<file path="src/rtl/gcommon_pkg.sv">
// Shared definitions for the input-conditioning blocks (synchroniser, debouncer).
package gcommon_pkg;

  // Debounce FSM: IDLE while s2 agrees with y, QUAL while a new level is being qualified.
  typedef enum logic {
    IDLE = 1'b0,
    QUAL = 1'b1
  } db_state_t;

  // Depth of the metastability synchroniser in front of every raw pin.
  localparam int SYNC_STAGES = 2;

endpackage : gcommon_pkg

</file>
<file path="src/rtl/gdebounce_if.sv">
// Pin-side bundle of the debouncer: raw input in, clean level and edge strobes out.
interface gdebounce_if;

  logic a;     // raw asynchronous input
  logic y;     // debounced level
  logic rise;  // one-cycle strobe on y 0->1
  logic fall;  // one-cycle strobe on y 1->0

  // Driver of the raw pin / consumer of the clean level.
  modport master (
    output a,
    input  y,
    input  rise,
    input  fall
  );

  // The debouncer itself.
  modport slave (
    input  a,
    output y,
    output rise,
    output fall
  );

endinterface : gdebounce_if

</file>
<file path="src/rtl/gsync2.sv">
// Two-flop synchroniser bringing an asynchronous pin into the clk domain.
// Reused for other pins, so it carries its own reset value.
module gsync2
  import gcommon_pkg::*;
#(
  parameter logic RESET_VAL = 1'b0
) (
  input  logic clk,
  input  logic rst_n,
  input  logic d_i,
  output logic q_o
);

  // sync_q[0] is the first (possibly metastable) stage s1, the top bit is s2.
  logic [SYNC_STAGES-1:0] sync_q;

  // Shift the raw pin through the synchroniser chain.
  always_ff @(posedge clk or negedge rst_n) begin
    if (!rst_n) begin
      sync_q <= {SYNC_STAGES{RESET_VAL}};
    end else begin
      sync_q <= {sync_q[SYNC_STAGES-2:0], d_i};
    end
  end

  // Only the last stage is safe to use downstream.
  assign q_o = sync_q[SYNC_STAGES-1];

endmodule : gsync2

</file>
<file path="src/rtl/gdebounce.sv">
// Debouncer: synchronises a bouncing pin, requires DB_CYCLES consecutive cycles
// at a new level before the clean output follows, and emits rise/fall strobes.
// All outputs are flops; there is no combinational path from the pin.
module gdebounce
  import gcommon_pkg::*;
#(
  parameter int   DB_CYCLES = 4,
  parameter logic RESET_VAL = 1'b0,
  parameter int   CNT_W     = $clog2(DB_CYCLES + 1)
) (
  input  logic        clk,
  input  logic        rst_n,
  gdebounce_if.slave  bus
);

  // Count value on which the new level is accepted.
  localparam logic [CNT_W-1:0] CNT_MAX = CNT_W'(DB_CYCLES - 1);

  logic             s2;
  db_state_t        state_q, state_d;
  logic [CNT_W-1:0] cnt_q,   cnt_d;
  logic             y_q,     y_d;
  logic             rise_q,  rise_d;
  logic             fall_q,  fall_d;

  gsync2 #(
    .RESET_VAL (RESET_VAL)
  ) u_sync (
    .clk   (clk),
    .rst_n (rst_n),
    .d_i   (bus.a),
    .q_o   (s2)
  );

  // State, counter, clean level and strobes; reset aborts any qualification silently.
  always_ff @(posedge clk or negedge rst_n) begin
    if (!rst_n) begin
      state_q <= IDLE;
      cnt_q   <= '0;
      y_q     <= RESET_VAL;
      rise_q  <= 1'b0;
      fall_q  <= 1'b0;
    end else begin
      state_q <= state_d;
      cnt_q   <= cnt_d;
      y_q     <= y_d;
      rise_q  <= rise_d;
      fall_q  <= fall_d;
    end
  end

  // Next-state logic: a return of s2 to y always wins over acceptance, so a
  // bounce on the final qualifying cycle still aborts.
  always_comb begin
    state_d = state_q;
    cnt_d   = cnt_q;
    y_d     = y_q;
    rise_d  = 1'b0;
    fall_d  = 1'b0;

    unique case (state_q)
      IDLE: begin
        cnt_d = '0;
        if (s2 != y_q) begin
          if (DB_CYCLES == 1) begin
            // Single-cycle qualification: the first differing sample is enough.
            y_d    = s2;
            rise_d = s2;
            fall_d = ~s2;
          end else begin
            state_d = QUAL;
            cnt_d   = CNT_W'(1);
          end
        end
      end

      QUAL: begin
        if (s2 == y_q) begin
          state_d = IDLE;
          cnt_d   = '0;
        end else if (cnt_q == CNT_MAX) begin
          state_d = IDLE;
          cnt_d   = '0;
          y_d     = s2;
          rise_d  = s2;
          fall_d  = ~s2;
        end else begin
          cnt_d = cnt_q + CNT_W'(1);
        end
      end

      default: begin
        state_d = IDLE;
        cnt_d   = '0;
      end
    endcase
  end

  assign bus.y    = y_q;
  assign bus.rise = rise_q;
  assign bus.fall = fall_q;

endmodule : gdebounce
</file>
<file path="src/flat_wrapper.sv">
// flat-port wrapper written by rule: the top's interface ports become plain ports
module gdebounce_flat import gcommon_pkg::*;
#(
  parameter int   DB_CYCLES = 4,
  parameter logic RESET_VAL = 1'b0,
  parameter int   CNT_W     = $clog2(DB_CYCLES + 1)
)
  (clk, rst_n, bus_a, bus_y, bus_rise, bus_fall);
  gdebounce_if bus_i ();
  input  logic clk;
  input  logic rst_n;
  input wire logic [$bits(bus_i.a)-1:0] bus_a;
  output wire logic [$bits(bus_i.y)-1:0] bus_y;
  output wire logic [$bits(bus_i.rise)-1:0] bus_rise;
  output wire logic [$bits(bus_i.fall)-1:0] bus_fall;
  assign bus_i.a = bus_a;
  assign bus_y = bus_i.y;
  assign bus_rise = bus_i.rise;
  assign bus_fall = bus_i.fall;
  gdebounce #(.DB_CYCLES(DB_CYCLES), .RESET_VAL(RESET_VAL), .CNT_W(CNT_W)) u_core (.clk(clk), .rst_n(rst_n), .bus(bus_i));
endmodule
</file>
<file path="config.mk">
export PLATFORM = sky130hd
export DESIGN_NAME = gdebounce_flat
export DESIGN_NICKNAME = d
export VERILOG_FILES = /design/src/rtl/gcommon_pkg.sv /design/src/rtl/gdebounce_if.sv /design/src/rtl/gsync2.sv /design/src/rtl/gdebounce.sv /design/src/flat_wrapper.sv
export SDC_FILE = /design/constraint.sdc
export NUM_CORES = 1
export LEC_CHECK = 0
export ABC_AREA = 1
export CORE_AREA = 2 2 39 41
export CTS_CLUSTER_SIZE = 25
export DETAILED_ROUTE_END_ITERATION = 12
export DIE_AREA = 0 0 41 43
export PLACE_DENSITY_LB_ADDON = 0.15
export SLEW_MARGIN = 20
export SYNTH_ARGS = -nofsm -noshare
export SYNTH_HDL_FRONTEND = slang
export SYNTH_SLANG_ARGS = --single-unit
</file>
<file path="constraint.sdc">
create_clock -name clk -period 1.8 [get_ports clk]
set_input_delay 0.45 -clock clk [delete_from_list [all_inputs] [get_ports clk]]
set_output_delay 0.45 -clock clk [all_outputs]
set_load 0.005 [all_outputs]
</file>
==> results of run 1 <==
[cell type report]
class	instances	area, um2
clock buffers	4	26.3
fillers	154	955
inverters	6	22.5
multi-input cells	18	85.1
flip-flops and latches	9	225
well taps	16	20.0
repair buffers	5	50.0
[flip-flops by register name, summed over array words and instances (netlist names)]
register              flops
u_core.u_sync.sync_q      2
u_core.bus.y              1
u_core.state_q            1
u_core.cnt_q              3
u_core.bus.rise           1
u_core.bus.fall           1
[stage by stage]
| stage | util, % | hold slack (ps) | std cells | power, uW |
|---|---|---|---|---|
| after floorplan | - | 154 | 33 | 335 |
| after global placement | 29.1 | 340 | 54 | 377 |
| after detailed placement | 29.1 | 345 | 54 | 384 |
| after CTS | 31.0 | 359 | 58 | 539 |
| after global routing | 31.0 | 361 | 58 | 571 |
| final | 31.0 | 355 | 58 | 526 |
[cell families (layout without fill, tap and decap cells)]
family,after synthesis,count (layout)
fa+ha+maj,1,1
flops,9,9
compound gates,1,1
buf+inv,6,15
simple gates,16,16
[metal layers]
layer | vias up | global-route usage (%) | wire length, um
met5 | - | 0 | 0
met4 | 0 | 8.00 | 0
met3 | 0 | 4.71 | 27
met2 | 5 | 10.3 | 233
met1 | 99 | 10.3 | 224
li1 | 115 | - | -
[synth_stat cells (all sizes together)]
library cell and count:
dfrtp 9, ha 1, inv 6, nand2 8, nand3 2, nor2 6
o21ai 1
[power by group through the flow]
| stage | clock (uW) | combinational, uW | sequential [uW] |
|---|---|---|---|
| floorplan | 0 | 67.3 | 268 |
| global placement | 0 | 107 | 269 |
| detailed placement | 0 | 112 | 272 |
| CTS | 158 | 112 | 268 |
| global route | 170 | 126 | 275 |
| finish | 149 | 109 | 269 |
[worst paths after layout]
path | from | to | slack, ps | depth (start not counted)
worst max-delay path | u_core.bus.y$_DFFE_PN0P_ | bus_y | 200 | 1
worst min-delay path | u_core.u_sync.sync_q[0]$_DFF_PN0_ | u_core.u_sync.sync_q[1]$_DFF_PN0_ | 350 | 0
worst max register to register | u_core.cnt_q[0]$_DFF_PN0_ | u_core.cnt_q[0]$_DFF_PN0_ | 800 | 4
worst min register to register | u_core.u_sync.sync_q[0]$_DFF_PN0_ | u_core.u_sync.sync_q[1]$_DFF_PN0_ | 350 | 0
max in group asynchronous | rst_n | u_core.bus.rise$_DFF_PN0_ | 1030 | 1
min in group asynchronous | rst_n | u_core.state_q$_DFF_PN0_ | 490 | 1
==> qor.yml, run 1 <==
status: "completed"
htree_levels: 1
synth_cells: 33
grt_max_degree: 10
synth_top_family_by_area: "simple AND/OR/NAND/NOR gates"
clock_skew_ps: 1.30
p_int_uw: 378
worstHoldPathType: "flip-flop to flip-flop"
ys_types: 8
avgViaCountPerCell: 3.78
slew_headroom_pct: 73.3
p_switching_uw: 148
core_um2: 1380
finalHoldViolations: 0
synthesis.nets: 37
gp_congestion: 0.665
synth.area.top_cells: "dfrtp_1 68%, nand2_1 9.0%, inv_1 6.8%, nor2_1 6.8%, ha_1 3.8%"
start_util_pct: 24.1
clk_pin_slew_ps: 60
nNetsFinal: 47
placed_area_um2: 403
power.leakage_uw: 0.000218
wire_per_inst_um: 8.36
grt_pass1_wl_um: 924
pwr-share-comb_pct: 20.6
clockPowerShare_pct: 28.3
cp_top_family: "buffers and inverters"
max_stage_delay_ps: 520
setup_viol: 0
final_layout_size_suffix_gt1_share_pct: 9.52
ctsResizeCount: 0
timing.final.max_slew_violations: 0
rsz0062_at_grt: "false"
swShare_pct: 28.2
critical_path_class: "flip-flop to output pin"
grt_pass1_vias: 240
clock_latency_ps: 250
period_share_pct: 88.7
synth_compound_area_share_pct: 1.50
ys_seq_elements: 9
cap_violations: 0
seq_area_frac_synth_pct: 67.7
first_pass_iters: 2
avgSynthCellArea_um2: 10.1
cp-end-kind: "output pin"
drtIter0Drc: 1
cts_tree: "built"
ir_worst_vdd_mv: 0.571
fin_crit_ps: 1600
drc: 0
totalWireLength_um: 485
synth-xor-area-share_pct: 0
die_width_um: 41
tightest_slew_ps: 400
muxShareOfSynthArea_pct: 0
dp.final_hpwl_um: 378
detail-route-antenna-nets: 0
antenna_found_initial: 0
yosysWarnings: 0
rows: 14
num_vias: 219
post-place-ws_ps: 474
antenna-diode-count: 0
grt_overflow: 0
mostFrequentLayoutCells: "9 x dfrtp_1, 8 x nand2_1, 6 x inv_1, 6 x nor2_1, 5 x clkdlybuf4s50_1"
worstPathCellList: "clkdlybuf4s50_1"
setup_ws_ps: 204
syn_area_um2: 333
max_freq_mhz: 627
post_cts_buffers: 0
synth_area_leader_cell: "dfrtp_1"
cts_root_buffer: "clkbuf_4"
grt_util_all_layers_pct: 8.63
synth_top_area_share_pct: 67.7
worst_path_max_delay_cell: "clkdlybuf4s50_1"
synth-simple-area-share_pct: 20.3
areaGrowthSynthToFinish_pct: 28.9
die_y_um: 43
ios: 6
p_per_area_nw_per_um2: 1230
cp.buffers_inverters: 1
synth_fa_ha_area_share_pct: 3.76
final_cell_area_um2: 429
cts_buffer_depth: 2
cts_sinks: 9
crit_fanout: 4
final_common_cell: "dfrtp_1"
numCtsBuffers: 3
crit_arrival_ps: 1150
critPathRequiredTime_ps: 1350
setup_tns_ps: 0
holdBufCountCts: 0
portBuffers: 5
pwr-share-seq_pct: 51.1
worstSetupStartpointType: "flip-flop"
die_area_um2: 1760
Note: power is estimated with default switching activity, not from simulation.
==> inputs of run 2 (changes only) <==
Settings changed: REMOVE_ABC_BUFFERS from default to 1.
Clock period 1.8 ns to 1.6 ns, I/O delays scaled along.
==> run 2 against run 1 <==
Core utilization grew 0.18 points. Critical path depth is the same. Sequential share of layout area shrank 0.30 points. First-iteration DRC count is the same. Count of clock-buffer cells in the layout is the same. Worst hold slack is essentially flat. Sequential cell count is the same. Routed wire length grew 0.62%. Design area grew 0.58%. Final cell count is the same.
==> qor.yml, run 2 (same netlist as run 1, synthesis figures left out) <==
detail-route-antenna-nets: 0
die_width_um: 41
top_regs: "u_core.cnt_q: 3 flops, u_core.u_sync.sync_q: 2 flops"
slew_headroom_pct: 73.3
clock_skew_ps: 0.613
ios: 6
avgViaCountPerCell: 3.76
die_y_um: 43
power.leakage_uw: 0.000233
final_common_cell: "dfrtp_1"
largest_reg_flops: 3
totalWireLength_um: 488
top_register: "u_core.cnt_q"
antenna-diode-count: 0
portBuffers: 5
finalHoldViolations: 0
final_core_util_pct: 31.2
clock_latency_ps: 250
status: "completed"
worstPathCellList: "clkdlybuf4s50_1"
cts_tree: "built"
worstHoldPathType: "flip-flop to flip-flop"
crit_arrival_ps: 1050
post-place-ws_ps: 324
core_um2: 1380
numCtsBuffers: 3
clk_pin_slew_ps: 60
stdcell_count: 58
period_share_pct: 90.9
critPathRequiredTime_ps: 1200
place_inst: 54
gp_congestion: 0.665
grt_util_all_layers_pct: 8.63
drc: 0
fin_crit_ps: 1450
dp.final_hpwl_um: 378
cp_top_family: "buffers and inverters"
htree_levels: 1
max_stage_delay_ps: 490
cp-end-kind: "output pin"
final_layout_size_suffix_gt1_share_pct: 9.52
wire_per_inst_um: 8.41
setup_viol: 0
p_per_area_nw_per_um2: 1370
start_util_pct: 24.1
grt_max_degree: 10
worst_path_max_delay_cell: "clkdlybuf4s50_1"
crit_fanout: 1
grt_pass1_vias: 240
final_cell_area_um2: 432
cp.buffers_inverters: 1
nNetsFinal: 47
timing.final.max_slew_violations: 0
cts_sinks: 9
cts_root_buffer: "clkbuf_4"
setup_ws_ps: 145
areaGrowthSynthToFinish_pct: 29.7
first_pass_iters: 2
rows: 14
setup_tns_ps: 0
mostFrequentLayoutCells: "9 x dfrtp_1, 8 x nand2_1, 6 x inv_1, 6 x nor2_1, 4 x clkdlybuf4s50_1"
tightest_slew_ps: 400
grt_overflow: 0
nFillCells: 154
num_vias: 218
rsz0062_at_grt: "false"
grt_pass1_wl_um: 924
die_area_um2: 1760
drtIter0Drc: 1
worstSetupStartpointType: "flip-flop"
cts_buffer_depth: 2
ir_worst_vdd_mv: 0.634
antenna_found_initial: 0
max_freq_mhz: 687
placed_area_um2: 403
critical_path_class: "flip-flop to output pin"
cap_violations: 0
[run 2: cell count changes in the layout (fill, tap and decap cells not counted), sizes merged]
cell | before | now
clkdlybuf4s50 | 5 | 4
dlymetal6s2s | 0 | 1
[run 2: path summary, 6_finish.rpt]
check / from / to / slack, ps / depth (start not counted)
setup / recovery: u_core.bus.rise$_DFF_PN0_ / bus_rise / 150 / 1
hold / removal: u_core.u_sync.sync_q[0]$_DFF_PN0_ / u_core.u_sync.sync_q[1]$_DFF_PN0_ / 360 / 0
setup reg to reg: u_core.cnt_q[0]$_DFF_PN0_ / u_core.cnt_q[0]$_DFF_PN0_ / 600 / 4
hold reg to reg: u_core.u_sync.sync_q[0]$_DFF_PN0_ / u_core.u_sync.sync_q[1]$_DFF_PN0_ / 360 / 0
max in group asynchronous: rst_n / u_core.bus.rise$_DFF_PN0_ / 880 / 1
min in group asynchronous: rst_n / u_core.state_q$_DFF_PN0_ / 440 / 1
[run 2: through the flow]
stage               hold slack [ps]  total power (uW)
finish                          355               589
global route                    361               639
CTS                             359               606
detailed placement              345               432
global placement                340               424
floorplan                       104               377
[run 2: layout make-up]
cell class	count	area, um2	area share (%)
clock buffers	4	26.3	6.09
inverters	6	22.5	5.22
multi-input cells	18	85.1	19.7
flip-flops and latches	9	225	52.2
well taps	16	20.0	4.64
repair buffers	5	52.6	12.2
[run 2: layer usage]
layer	wire [um]	track usage, %	vias to the layer above
met1	226	10.3	98
li1	-	-	115
met3	27	4.71	0
met2	234	10.3	5
met4	0	8.00	0
met5	0	0	-
[run 2: timing repair]
item	4_1_cts	5_1_grt
resized for setup	0	1
setup endpoints to repair	0	1
hold buffers	0	0
setup buffers	0	0
[run 2: where the power goes]
part	total, uW	internal, uW	switching (uW)
combinational	120	56.1	63.4
sequential	302	271	31.4
clock	168	95.7	72.3
==> inputs of run 3 (changes only) <==
Clock period 1.6 ns to 1.4 ns, I/O delays scaled along.
==> run 3 against run 2 <==
Global-route usage grew 0.20 points. Count of clock-buffer cells in the layout is the same. Core utilization grew 0.090 points. Critical path depth is the same. Sequential cell count is the same. Sequential share of layout area shrank 0.15 points. Highest routed layer unchanged. Final cell count grew 1.7%. Critical endpoint is now bus_y. Register-to-register slack lost 200 ps.
==> qor.yml, run 3 (same netlist as run 1, synthesis figures left out) <==
status: "completed"
wire_per_inst_um: 8.54
cp.buffers_inverters: 1
regArea_um2: 225
totalWireLength_um: 504
nNetsFinal: 48
first_pass_iters: 2
critPathRequiredTime_ps: 1050
worstHoldPathType: "flip-flop to flip-flop"
timing.final.max_slew_violations: 0
gp_congestion: 0.665
antenna-diode-count: 0
critical_path_class: "flip-flop to output pin"
portBuffers: 5
slew_headroom_pct: 73.2
cap_violations: 0
ir_worst_vdd_mv: 0.697
placed_area_um2: 403
clock_skew_ps: 0.478
drc: 0
multiInputGateArea_um2: 85.1
start_util_pct: 24.1
detail-route-antenna-nets: 0
cp_top_family: "flip-flops"
die_y_um: 43
holdWs_ps: 355
p_per_area_nw_per_um2: 1590
avgViaCountPerCell: 3.80
tightest_slew_ps: 401
core_um2: 1380
rows: 14
cts_tree: "built"
grt_overflow: 0
grt_util_all_layers_pct: 8.83
die_width_um: 41
holdBufCountCts: 0
areaGrowthSynthToFinish_pct: 30.1
num_vias: 224
cp-end-kind: "output pin"
grt_pass1_wl_um: 952
mostFrequentLayoutCells: "9 x dfrtp_1, 8 x nand2_1, 6 x inv_1, 6 x nor2_1"
numCtsBuffers: 3
period_share_pct: 88.9
power_uw: 688
antenna_found_initial: 0
max_stage_delay_ps: 380
finalHoldViolations: 0
setup_tns_ps: 0
final_layout_size_suffix_gt1_share_pct: 11.6
fin_crit_ps: 1240
cts_root_buffer: "clkbuf_4"
clk_pin_slew_ps: 60
worstPathCellList: "dlygate4sd2_1"
htree_levels: 1
rsz0062_at_grt: "false"
final_core_util_pct: 31.3
cts_buffer_depth: 2
top_regs: "u_core.cnt_q: 3 flops, u_core.u_sync.sync_q: 2 flops"
crit_fanout: 2
top_register: "u_core.cnt_q"
cts_sinks: 9
drtIter0Drc: 1
setup_viol: 0
max_freq_mhz: 804
final_common_cell: "dfrtp_1"
grt_pass1_vias: 245
dp.final_hpwl_um: 378
crit_arrival_ps: 890
nFillCells: 153
worst_path_max_delay_cell: "dfrtp_1"
die_area_um2: 1760
final_cell_area_um2: 433
clock_latency_ps: 250
ios: 6
worstSetupStartpointType: "flip-flop"
power.leakage_uw: 0.000236
largest_reg_flops: 3
grt_max_degree: 10
-- run 3: cell type report --
cell class	instances	area share, %
well taps	16	4.62
multi-input cells	18	19.7
repair buffers	6	12.4
flip-flops and latches	9	52.0
inverters	6	5.20
clock buffers	4	6.07
-- run 3: worst paths after layout --
path | from | slack (ps) | cells after the start | end
worst max-delay path | u_core.bus.y$_DFFE_PN0P_ | 160 | 1 | bus_y
worst min-delay path | u_core.u_sync.sync_q[0]$_DFF_PN0_ | 360 | 0 | u_core.u_sync.sync_q[1]$_DFF_PN0_
worst max register to register | u_core.cnt_q[0]$_DFF_PN0_ | 400 | 4 | u_core.cnt_q[0]$_DFF_PN0_
worst min register to register | u_core.u_sync.sync_q[0]$_DFF_PN0_ | 360 | 0 | u_core.u_sync.sync_q[1]$_DFF_PN0_
max in group asynchronous | rst_n | 730 | 1 | u_core.bus.rise$_DFF_PN0_
min in group asynchronous | rst_n | 390 | 1 | u_core.state_q$_DFF_PN0_
-- run 3: per-stage QoR --
step                worst slack [ps]  std cells
floorplan                        505         33
global placement                 190         54
detailed placement               174         54
CTS                              152         59
global route                     122         59
finish                           156         59
-- run 3: routing by layer --
layer	share of wire (%)	global-route usage, %	up-vias
met5	0	0	-
met3	5.6	4.71	0
met1	46	10.7	102
li1	-	-	117
met4	0	8.00	0
met2	48	10.6	5
-- run 3: power by group --
group | total (uW) | switching (uW) | internal (uW)
Sequential | 341 | 31.6 | 309
Clock | 192 | 82.9 | 109
Combinational | 155 | 81.6 | 73.3
-- run 3: repair_timing --
item / CTS / global route
endpoints found under the hold margin: 0 / 0
resized for setup: 3 / 0
setup endpoints to repair: 3 / 0
buffers inserted: 1 / 0
